## config.mk

```make
export PLATFORM = sky130hd
export DESIGN_NAME = spi_slave_sipo_flat
export DESIGN_NICKNAME = d
export VERILOG_FILES = /design/src/rtl/spi_slave_sipo_if.sv /design/src/rtl/spi_slave_sipo.sv /design/src/flat_wrapper.sv
export SDC_FILE = /design/constraint.sdc
export NUM_CORES = 1
export LEC_CHECK = 0
export ABC_AREA = 1
export CORE_MARGIN = 8
export CORE_UTILIZATION = 41
export CTS_CLUSTER_SIZE = 25
export DETAILED_ROUTE_END_ITERATION = 8
export PLACE_DENSITY_LB_ADDON = 0.1
export SYNTH_ARGS = -nofsm -noshare
export SYNTH_HDL_FRONTEND = slang
export SYNTH_SLANG_ARGS = --single-unit
```

## constraint.sdc

```tcl
create_clock -name clk -period 2.2 [get_ports clk]
set_clock_uncertainty 0.05 [all_clocks]
set_input_delay 0.33 -clock clk [delete_from_list [all_inputs] [get_ports clk]]
set_output_delay 0.33 -clock clk [all_outputs]
set_load 0.02 [all_outputs]
```

## src/rtl/spi_slave_sipo_if.sv

```systemverilog
// Bundle of the SPI pins and host-side word/strobe signals of the SPI responder.
interface spi_slave_sipo_if #(
    parameter int DATA_WIDTH = 16
);
    logic                  SCLK;
    logic                  CS_n;
    logic                  MOSI;
    logic                  MISO;
    logic [1:0]            SPI_DATA_LEN;
    logic [DATA_WIDTH-1:0] tx_data;
    logic                  tx_load;
    logic [DATA_WIDTH-1:0] rx_data;
    logic                  rx_valid;
    logic                  busy;
    logic                  frame_err;

    modport slave (
        input  SCLK, CS_n, MOSI, SPI_DATA_LEN, tx_data, tx_load,
        output MISO, rx_data, rx_valid, busy, frame_err
    );

    modport master (
        output SCLK, CS_n, MOSI, SPI_DATA_LEN, tx_data, tx_load,
        input  MISO, rx_data, rx_valid, busy, frame_err
    );
endinterface

```

## src/rtl/spi_slave_sipo.sv

```systemverilog
// SPI mode-0 responder, MSB first: oversamples SCLK/CS_n/MOSI in the clk domain,
// receives one word per CS frame into rx_data and drives MISO from a tx buffer.
module spi_slave_sipo #(
    parameter int DATA_WIDTH = 16
) (
    input logic              clk,
    input logic              rst,
    spi_slave_sipo_if.slave  bus
);
    localparam int LEN_W = $clog2(DATA_WIDTH + 1);

    localparam logic [1:0] HOLD  = 2'd0;
    localparam logic [1:0] IDLE  = 2'd1;
    localparam logic [1:0] SHIFT = 2'd2;

    logic [1:0]            state;
    logic                  sclk_p0, sclk_p1, sclk_p2;
    logic                  cs_p0, cs_p1, cs_p2;
    logic                  mosi_p0, mosi_p1;
    logic [DATA_WIDTH-1:0] tx_buf;
    logic [DATA_WIDTH-1:0] tx_sh;
    logic [DATA_WIDTH-1:0] rx_sh;
    logic [LEN_W-1:0]      len_r;
    logic [LEN_W-1:0]      cnt;
    logic                  miso_r;
    logic [DATA_WIDTH-1:0] rx_data_r;
    logic                  rx_valid_r, busy_r, frame_err_r;

    function automatic logic [LEN_W-1:0] decode_len(input logic [1:0] code);
        return LEN_W'((int'(code) + 1) * 4);
    endfunction

    function automatic logic bit_at_top(input logic [DATA_WIDTH-1:0] word,
                                        input logic [LEN_W-1:0] len);
        logic [DATA_WIDTH-1:0] t;
        t = word >> (len - LEN_W'(1));
        return t[0];
    endfunction

    logic                  sclk_rise, sclk_fall, cs_fall, cs_rise;
    logic [LEN_W-1:0]      new_len;
    logic [LEN_W-1:0]      cnt_inc;
    logic [DATA_WIDTH-1:0] tx_src, tx_shl, rx_next;

    assign sclk_rise = sclk_p1 & ~sclk_p2;
    assign sclk_fall = ~sclk_p1 & sclk_p2;
    assign cs_fall   = ~cs_p1 & cs_p2;
    assign cs_rise   = cs_p1 & ~cs_p2;
    assign new_len   = decode_len(bus.SPI_DATA_LEN);
    assign cnt_inc   = cnt + LEN_W'(1);
    assign tx_src    = bus.tx_load ? bus.tx_data : tx_buf;
    assign tx_shl    = tx_sh << 1;
    assign rx_next   = {rx_sh[DATA_WIDTH-2:0], mosi_p1};

    always_ff @(posedge clk) begin
        if (rst) begin
            // CS_n synchroniser resets to "selected" so HOLD waits for a real deselect
            sclk_p0     <= 1'b0;
            sclk_p1     <= 1'b0;
            sclk_p2     <= 1'b0;
            cs_p0       <= 1'b0;
            cs_p1       <= 1'b0;
            cs_p2       <= 1'b0;
            mosi_p0     <= 1'b0;
            mosi_p1     <= 1'b0;
            state       <= HOLD;
            tx_buf      <= '0;
            tx_sh       <= '0;
            rx_sh       <= '0;
            len_r       <= '0;
            cnt         <= '0;
            miso_r      <= 1'b0;
            rx_data_r   <= '0;
            rx_valid_r  <= 1'b0;
            busy_r      <= 1'b0;
            frame_err_r <= 1'b0;
        end else begin
            sclk_p0     <= bus.SCLK;
            sclk_p1     <= sclk_p0;
            sclk_p2     <= sclk_p1;
            cs_p0       <= bus.CS_n;
            cs_p1       <= cs_p0;
            cs_p2       <= cs_p1;
            mosi_p0     <= bus.MOSI;
            mosi_p1     <= mosi_p0;
            rx_valid_r  <= 1'b0;
            frame_err_r <= 1'b0;
            if (bus.tx_load)
                tx_buf <= bus.tx_data;

            case (state)
                HOLD: begin
                    miso_r <= 1'b0;
                    if (cs_p1)
                        state <= IDLE;
                end
                IDLE: begin
                    if (cs_fall) begin
                        len_r  <= new_len;
                        tx_sh  <= tx_src;
                        rx_sh  <= '0;
                        miso_r <= bit_at_top(tx_src, new_len);
                        cnt    <= '0;
                        busy_r <= 1'b1;
                        state  <= SHIFT;
                    end
                end
                SHIFT: begin
                    if (cs_rise && cnt < len_r) begin
                        frame_err_r <= 1'b1;
                        busy_r      <= 1'b0;
                        miso_r      <= 1'b0;
                        state       <= IDLE;
                    end else if (sclk_rise) begin
                        rx_sh <= rx_next;
                        cnt   <= cnt_inc;
                        if (cnt_inc == len_r) begin
                            rx_data_r  <= rx_next;
                            rx_valid_r <= 1'b1;
                            busy_r     <= 1'b0;
                            miso_r     <= 1'b0;
                            state      <= HOLD;
                        end
                    end else if (sclk_fall && cnt < len_r) begin
                        tx_sh  <= tx_shl;
                        miso_r <= bit_at_top(tx_shl, len_r);
                    end
                end
                default: state <= HOLD;
            endcase
        end
    end

    assign bus.MISO      = miso_r;
    assign bus.rx_data   = rx_data_r;
    assign bus.rx_valid  = rx_valid_r;
    assign bus.busy      = busy_r;
    assign bus.frame_err = frame_err_r;
endmodule

```

## src/flat_wrapper.sv

```systemverilog
// flat-port wrapper written by rule: the top's interface ports become plain ports
module spi_slave_sipo_flat 
#(
    parameter int DATA_WIDTH = 16
)
  (clk, rst, bus_SCLK, bus_CS_n, bus_MOSI, bus_SPI_DATA_LEN, bus_tx_data, bus_tx_load, bus_MISO, bus_rx_data, bus_rx_valid, bus_busy, bus_frame_err);
  spi_slave_sipo_if #(.DATA_WIDTH(DATA_WIDTH)) bus_i ();
  input logic clk;
  input logic rst;
  input wire logic [$bits(bus_i.SCLK)-1:0] bus_SCLK;
  input wire logic [$bits(bus_i.CS_n)-1:0] bus_CS_n;
  input wire logic [$bits(bus_i.MOSI)-1:0] bus_MOSI;
  input wire logic [$bits(bus_i.SPI_DATA_LEN)-1:0] bus_SPI_DATA_LEN;
  input wire logic [$bits(bus_i.tx_data)-1:0] bus_tx_data;
  input wire logic [$bits(bus_i.tx_load)-1:0] bus_tx_load;
  output wire logic [$bits(bus_i.MISO)-1:0] bus_MISO;
  output wire logic [$bits(bus_i.rx_data)-1:0] bus_rx_data;
  output wire logic [$bits(bus_i.rx_valid)-1:0] bus_rx_valid;
  output wire logic [$bits(bus_i.busy)-1:0] bus_busy;
  output wire logic [$bits(bus_i.frame_err)-1:0] bus_frame_err;
  assign bus_i.SCLK = bus_SCLK;
  assign bus_i.CS_n = bus_CS_n;
  assign bus_i.MOSI = bus_MOSI;
  assign bus_i.SPI_DATA_LEN = bus_SPI_DATA_LEN;
  assign bus_i.tx_data = bus_tx_data;
  assign bus_i.tx_load = bus_tx_load;
  assign bus_MISO = bus_i.MISO;
  assign bus_rx_data = bus_i.rx_data;
  assign bus_rx_valid = bus_i.rx_valid;
  assign bus_busy = bus_i.busy;
  assign bus_frame_err = bus_i.frame_err;
  spi_slave_sipo #(.DATA_WIDTH(DATA_WIDTH)) u_core (.clk(clk), .rst(rst), .bus(bus_i));
endmodule
```

# After elaboration in Yosys (flattened, before gate mapping)
# Cells that the tools add are included.
# word_totals
output_inout_bits,20
wordCells,96
regBits,84
in_bits,24
# classes
n_addsub,4
bitwise_logic,11
muxes,32
n_reduce_logical,14
eq_ne,13
shifts,2
n_lt_le_gt_ge,1
# ops
operator,n
$mux 15,7
$pmux 15 s2,2
$shr 16x5->1,2
$reduce_and 4->1,5
$mux 16,1
$mux 5,3
$mux 1,10
$mux 2,5
$pmux 5 s2,1
$sub 5x1->5 const B,2
$ne 2x1->1 const B,4
$not 1->1,7
$ne 3x1->1 const B,2
$pmux 2 s3,1
$add 5x1->5 const B,1
$eq 5x5->1,1
$lt 5x5->1,1
$reduce_and 5->1,1
$and 1x1->1,4
$ne 2x2->1 const B,2
$ne 4x1->1 const B,1
$ne 4x4->1 const B,1
$reduce_or 4->1,1
$add 2x1->3 const B,1
other kinds (10),11

# Depth between registers and ports, before layout
# logic_depth
word_depth,7
ltp_mapped,12
depth_no_buf,11

# Worst setup path before layout
# No wires, ideal clock.
# synth_path
path_kind,register -> register
from,reg u_core.len_r[4]
to,reg u_core.tx_sh[14]
stages_incl_launch_ff,11
setup_time_ns,0.122
path_buffers,2
slack_ns,0.352
arrival_ns,1.677
period_less_slack_ns,1.848
required_ns,2.028
path_cell_list,dfxtp_1 -> inv_1 -> ha_1 -> a21oi_1 -> nand4_1 -> nand2_1 -> nand2_1 -> nor2_1 -> buf_2 -> buf_2 -> a21oi_1
# synth_via
elab_chain_cells,4
elab_cells_between_ends,6
cone_classes,1 x order compare; 2 x eq/ne; 3 x reduce/logical
# synth_rtl
item,line_no,text
"start, declared",spi_slave_sipo.sv:23,logic [LEN_W-1:0] len_r;
"start signal, assigned",spi_slave_sipo.sv:99,len_r <= new_len;
$lt 5x5->1 *,"spi_slave_sipo.sv:109, spi_slave_sipo.sv:124",
$logic_and 1x1->1 (on tied branches),"spi_slave_sipo.sv:124, spi_slave_sipo.sv:109",
$ne 2x1->1 (no source line) or $ne 2x2->1 (tied branches),--,
$reduce_and 5->1 (no source line) *,--,
"end signal, assigned",spi_slave_sipo.sv:100,tx_sh <= tx_src;
"end signal, assigned",spi_slave_sipo.sv:125,tx_sh <= tx_shl;
"end, declared",spi_slave_sipo.sv:21,logic [DATA_WIDTH-1:0] tx_sh;
# Every way passes the cells marked *; elsewhere a longest branch is shown, timed or not.
# A chain may end at the register's enable or synchronous reset.

# Final worst setup path
# layout_path
from,reg u_core.len_r[4]
to,reg u_core.rx_sh[10]
# layout_via
elab_chain_cells,4
# layout_rtl
item,line_no,text
$lt 5x5->1,spi_slave_sipo.sv:109,if (cs_rise && cnt < len_r) begin
$logic_and 1x1->1,spi_slave_sipo.sv:109,
$ne 2x2->1 (no source line),--,
$reduce_and 4->1 (no source line),--,
"end signal, assigned",spi_slave_sipo.sv:115,rx_sh <= rx_next;
"end, declared",spi_slave_sipo.sv:22,logic [DATA_WIDTH-1:0] rx_sh;
# Every way passes these cells.

==> out/qor.csv <==
metric;value;unit
outcome;finished clean;
Syn Nets;480;
Clock Path Buffers;2;
global route overflow;0;
Nets;524;
# IOs;44;
CTS Hold Bufs;0;
via count;2953;
final setup fails;0;
critical path launch point type;flop;
RSZ-0062 raised after global routing;no;
PortBufs;43;
clock transition at the registers of the reported paths;80;ps
DRT Pass-1 Iters;5;
share of cells above drive strength 1;0.0929;
largest area contributor in the netlist;dfxtp_1;
WP data arrival;2160;ps
Ant. Diodes;0;
initial antenna violation count;0;
period utilization;0.899;
Critical Path, Cell by Cell;inv_1 > ha_1 > nand3_2 > nand3_4 > nand2_4 > nand2_2 > nand2_2 > a22oi_1 > nor2_1;
Routed wire per std cell;12.8;microns
Die Height;109;microns
Placed Cells;586;
Max Cap Violations;0;
Reg-to-Reg End;u_core.rx_sh[10];
min Tclk post-route;1980;ps
CTS tree;done;
area grow syn2layout;23.6;%
launch point of the worst reg-to-reg path;u_core.len_r[4];
Chip Width;109;microns
Reg2Reg Setup Slack;220;ps
Setup crit end;u_core.rx_sh[10];
CTS H-tree lvls;3;
worst hold path type;flop to flop;
largest net degree at the start of global routing;42;
Max Fclk;0.506;GHz
vias in the first global route;2821;
Clock Latency Late Sink;350;ps
Core Region;0.00855;sq mm
Slew headroom;0.713;
CTS buffer count;9;
Crit-path slowest cell;dfxtp_1;
register area share after synthesis;0.473;
# DRC;0;
Worst Tran Pin Value;428;ps
post-layout util;0.514;
Warnings, synthesis;0;
synthesized instance count;446;
die footprint;0.0119;sq mm
Worst Setup End Kind;flop;
worst reg-to-reg path cell count;9;
post-route setup slack;222;ps
root buffer cell;clkbuf_8;
crit path max fanout;17;
GRT Overall Usage;0.137;
DP HPWL;5500;microns
most common cell type on the critical path;nand2_2;
pre-CTS setup slack;150;ps
final hold viol count;0;
Setup CP Type;flop to flop;
Filler Cell Count;823;
mapped cell area;0.00356;sq mm
Synth top area share;0.473;
antenna-violating nets left;0;
Pleak;1.77;nW
GP Congestion;0.800;
First DRT Iteration DRCs;117;
Req. time, crit path;2390;ps
largest stage delay on the critical path;360;ps
Yosys reg bits;84;
Area contributors post-synth;dfxtp_1, nor2_1, o21ai_0;
Rows;34;
Critical Path Start;u_core.len_r[4];
Non-Filler Instances;603;
Cell variety after synth;32;
count of final max-slew check failures;0;
Max VDD drop;0.667;mV
vias per inst;4.90;
setup TNS;0;ps
global-route wire length before repair;13100;microns
Avg Cell Area, Syn;7.98;sq um
clk sinks;84;
Initial Util;0.416;
PwrDens;978;mW/mm^2
WL final;7720;microns
WHS;360;ps
-- state kept, by name, indices dropped and copies added, names as in the netlist, 2 cells and up --
name / cells
u_core.bus.rx_data: 16
u_core.cnt: 5
u_core.len_r: 3
u_core.rx_sh: 15
u_core.state: 2
u_core.tx_buf: 16
u_core.tx_sh: 15
-- placed cells by master (no fill, tap or decap), types with 2 or more instances in the layout --
master,count
nor2_1,85
dfxtp_1,84
nand2_1,53
o21ai_0,53
clkdlybuf4s50_1,43
a21oi_1,37
inv_1,26
nand3_1,16
a22oi_1,12
mux2i_1,11
ha_1,10
o21ai_1,9
clkbuf_8,9
buf_4,7
inv_2,4
nand4_1,4
buf_12,4
nand2_2,3
bufinv_16,3
nand3_2,2
nand3_4,2
nor2_4,2
clkbuf_1,2
-- cell type report --
| class | instances | area (sq um) | area share |
|---|---|---|---|
| clock buffer | 11 | 131 | 0.0299 |
| inverter | 31 | 118 | 0.0268 |
| timing repair buffer | 54 | 563 | 0.128 |
| tap | 108 | 135 | 0.0307 |
| sequential | 84 | 1680 | 0.382 |
| clock inverter | 5 | 108 | 0.0245 |
| multi-input combinational | 310 | 1660 | 0.378 |
-- Yosys cell counts, drive strengths merged --
cell / instances
a211oi: 1
a21oi: 39
a22oi: 12
buf: 10
clkbuf: 11
clkinv: 1
dfxtp: 84
ha: 10
inv: 30
mux2i: 11
nand2: 57
nand3: 20
nand3b: 1
nand4: 5
nor2: 88
nor3: 1
o21a: 1
o21ai: 63
o21bai: 1
-- metal layers --
metal / up-vias / share of wire / track usage / wire (microns)
met1: 1338 / 0.51 / 0.178 / 3910
met2: 41 / 0.45 / 0.213 / 3500
met5: - / 0 / 0 / 0
met4: 0 / 0.0088 / 0.0528 / 68
li1: 1568 / - / - / -
met3: 6 / 0.031 / 0.0343 / 243
-- worst max-delay path, delay by kind of cell, from the launching register on --
| kind | cells | cell delay (ps) |
|---|---|---|
| AND/OR/NAND/NOR | 6 | 770 |
| adder cells (fa/ha/maj) | 1 | 350 |
| AO/OA/AOI/OAI | 1 | 260 |
| flip-flops | 1 | 360 |
| buffers and inverters | 1 | 90 |
-- report_power, final --
| group | total [mW] | internal, mW | leakage (nW) | switching, mW |
|---|---|---|---|---|
| combinational | 1.15 | 0.453 | 0.967 | 0.695 |
| sequential | 1.84 | 1.72 | 0.685 | 0.120 |
| clock | 1.32 | 0.762 | 0.118 | 0.555 |
-- through the flow --
stage	total power, mW	area [sq um]
2_1_floorplan	2.67	3560
3_3_place_gp	2.98	4130
3_5_place_dp	3.00	4130
4_1_cts	4.32	4370
5_1_grt	4.57	4400
6_report	4.30	4400
-- kinds of logic (layout without fill, tap and decap cells) --
group           count (synthesis)  count (layout)  synth area share
simple gates                  172             172             0.217
compound gates                117             117             0.181
flops                          84              84             0.473
buf+inv                        52             101            0.0637
mux                            11              11            0.0310
fa+ha+maj                      10              10            0.0352
-- how the worst min path moves through the flow --
stage,startpoint,cells after the start,slack (ps),end
floorplan,u_core.cs_p0,2,340,u_core.cs_p1
global placement,u_core.mosi_p0,2,340,u_core.mosi_p1
detailed placement,u_core.mosi_p0,2,350,u_core.mosi_p1
CTS,u_core.cs_p0,2,360,u_core.cs_p1
global route,u_core.cs_p0,2,370,u_core.cs_p1
finish,u_core.cs_p0,2,360,u_core.cs_p1
-- what timing repair did --
item                                    in CTS  in global routing
setup buffers                                0                  1
endpoints found under the setup margin       0                 32
endpoints found under the hold margin        0                  0
gates resized for setup                      0                  2
Note: power is estimated with default switching activity, not from simulation.
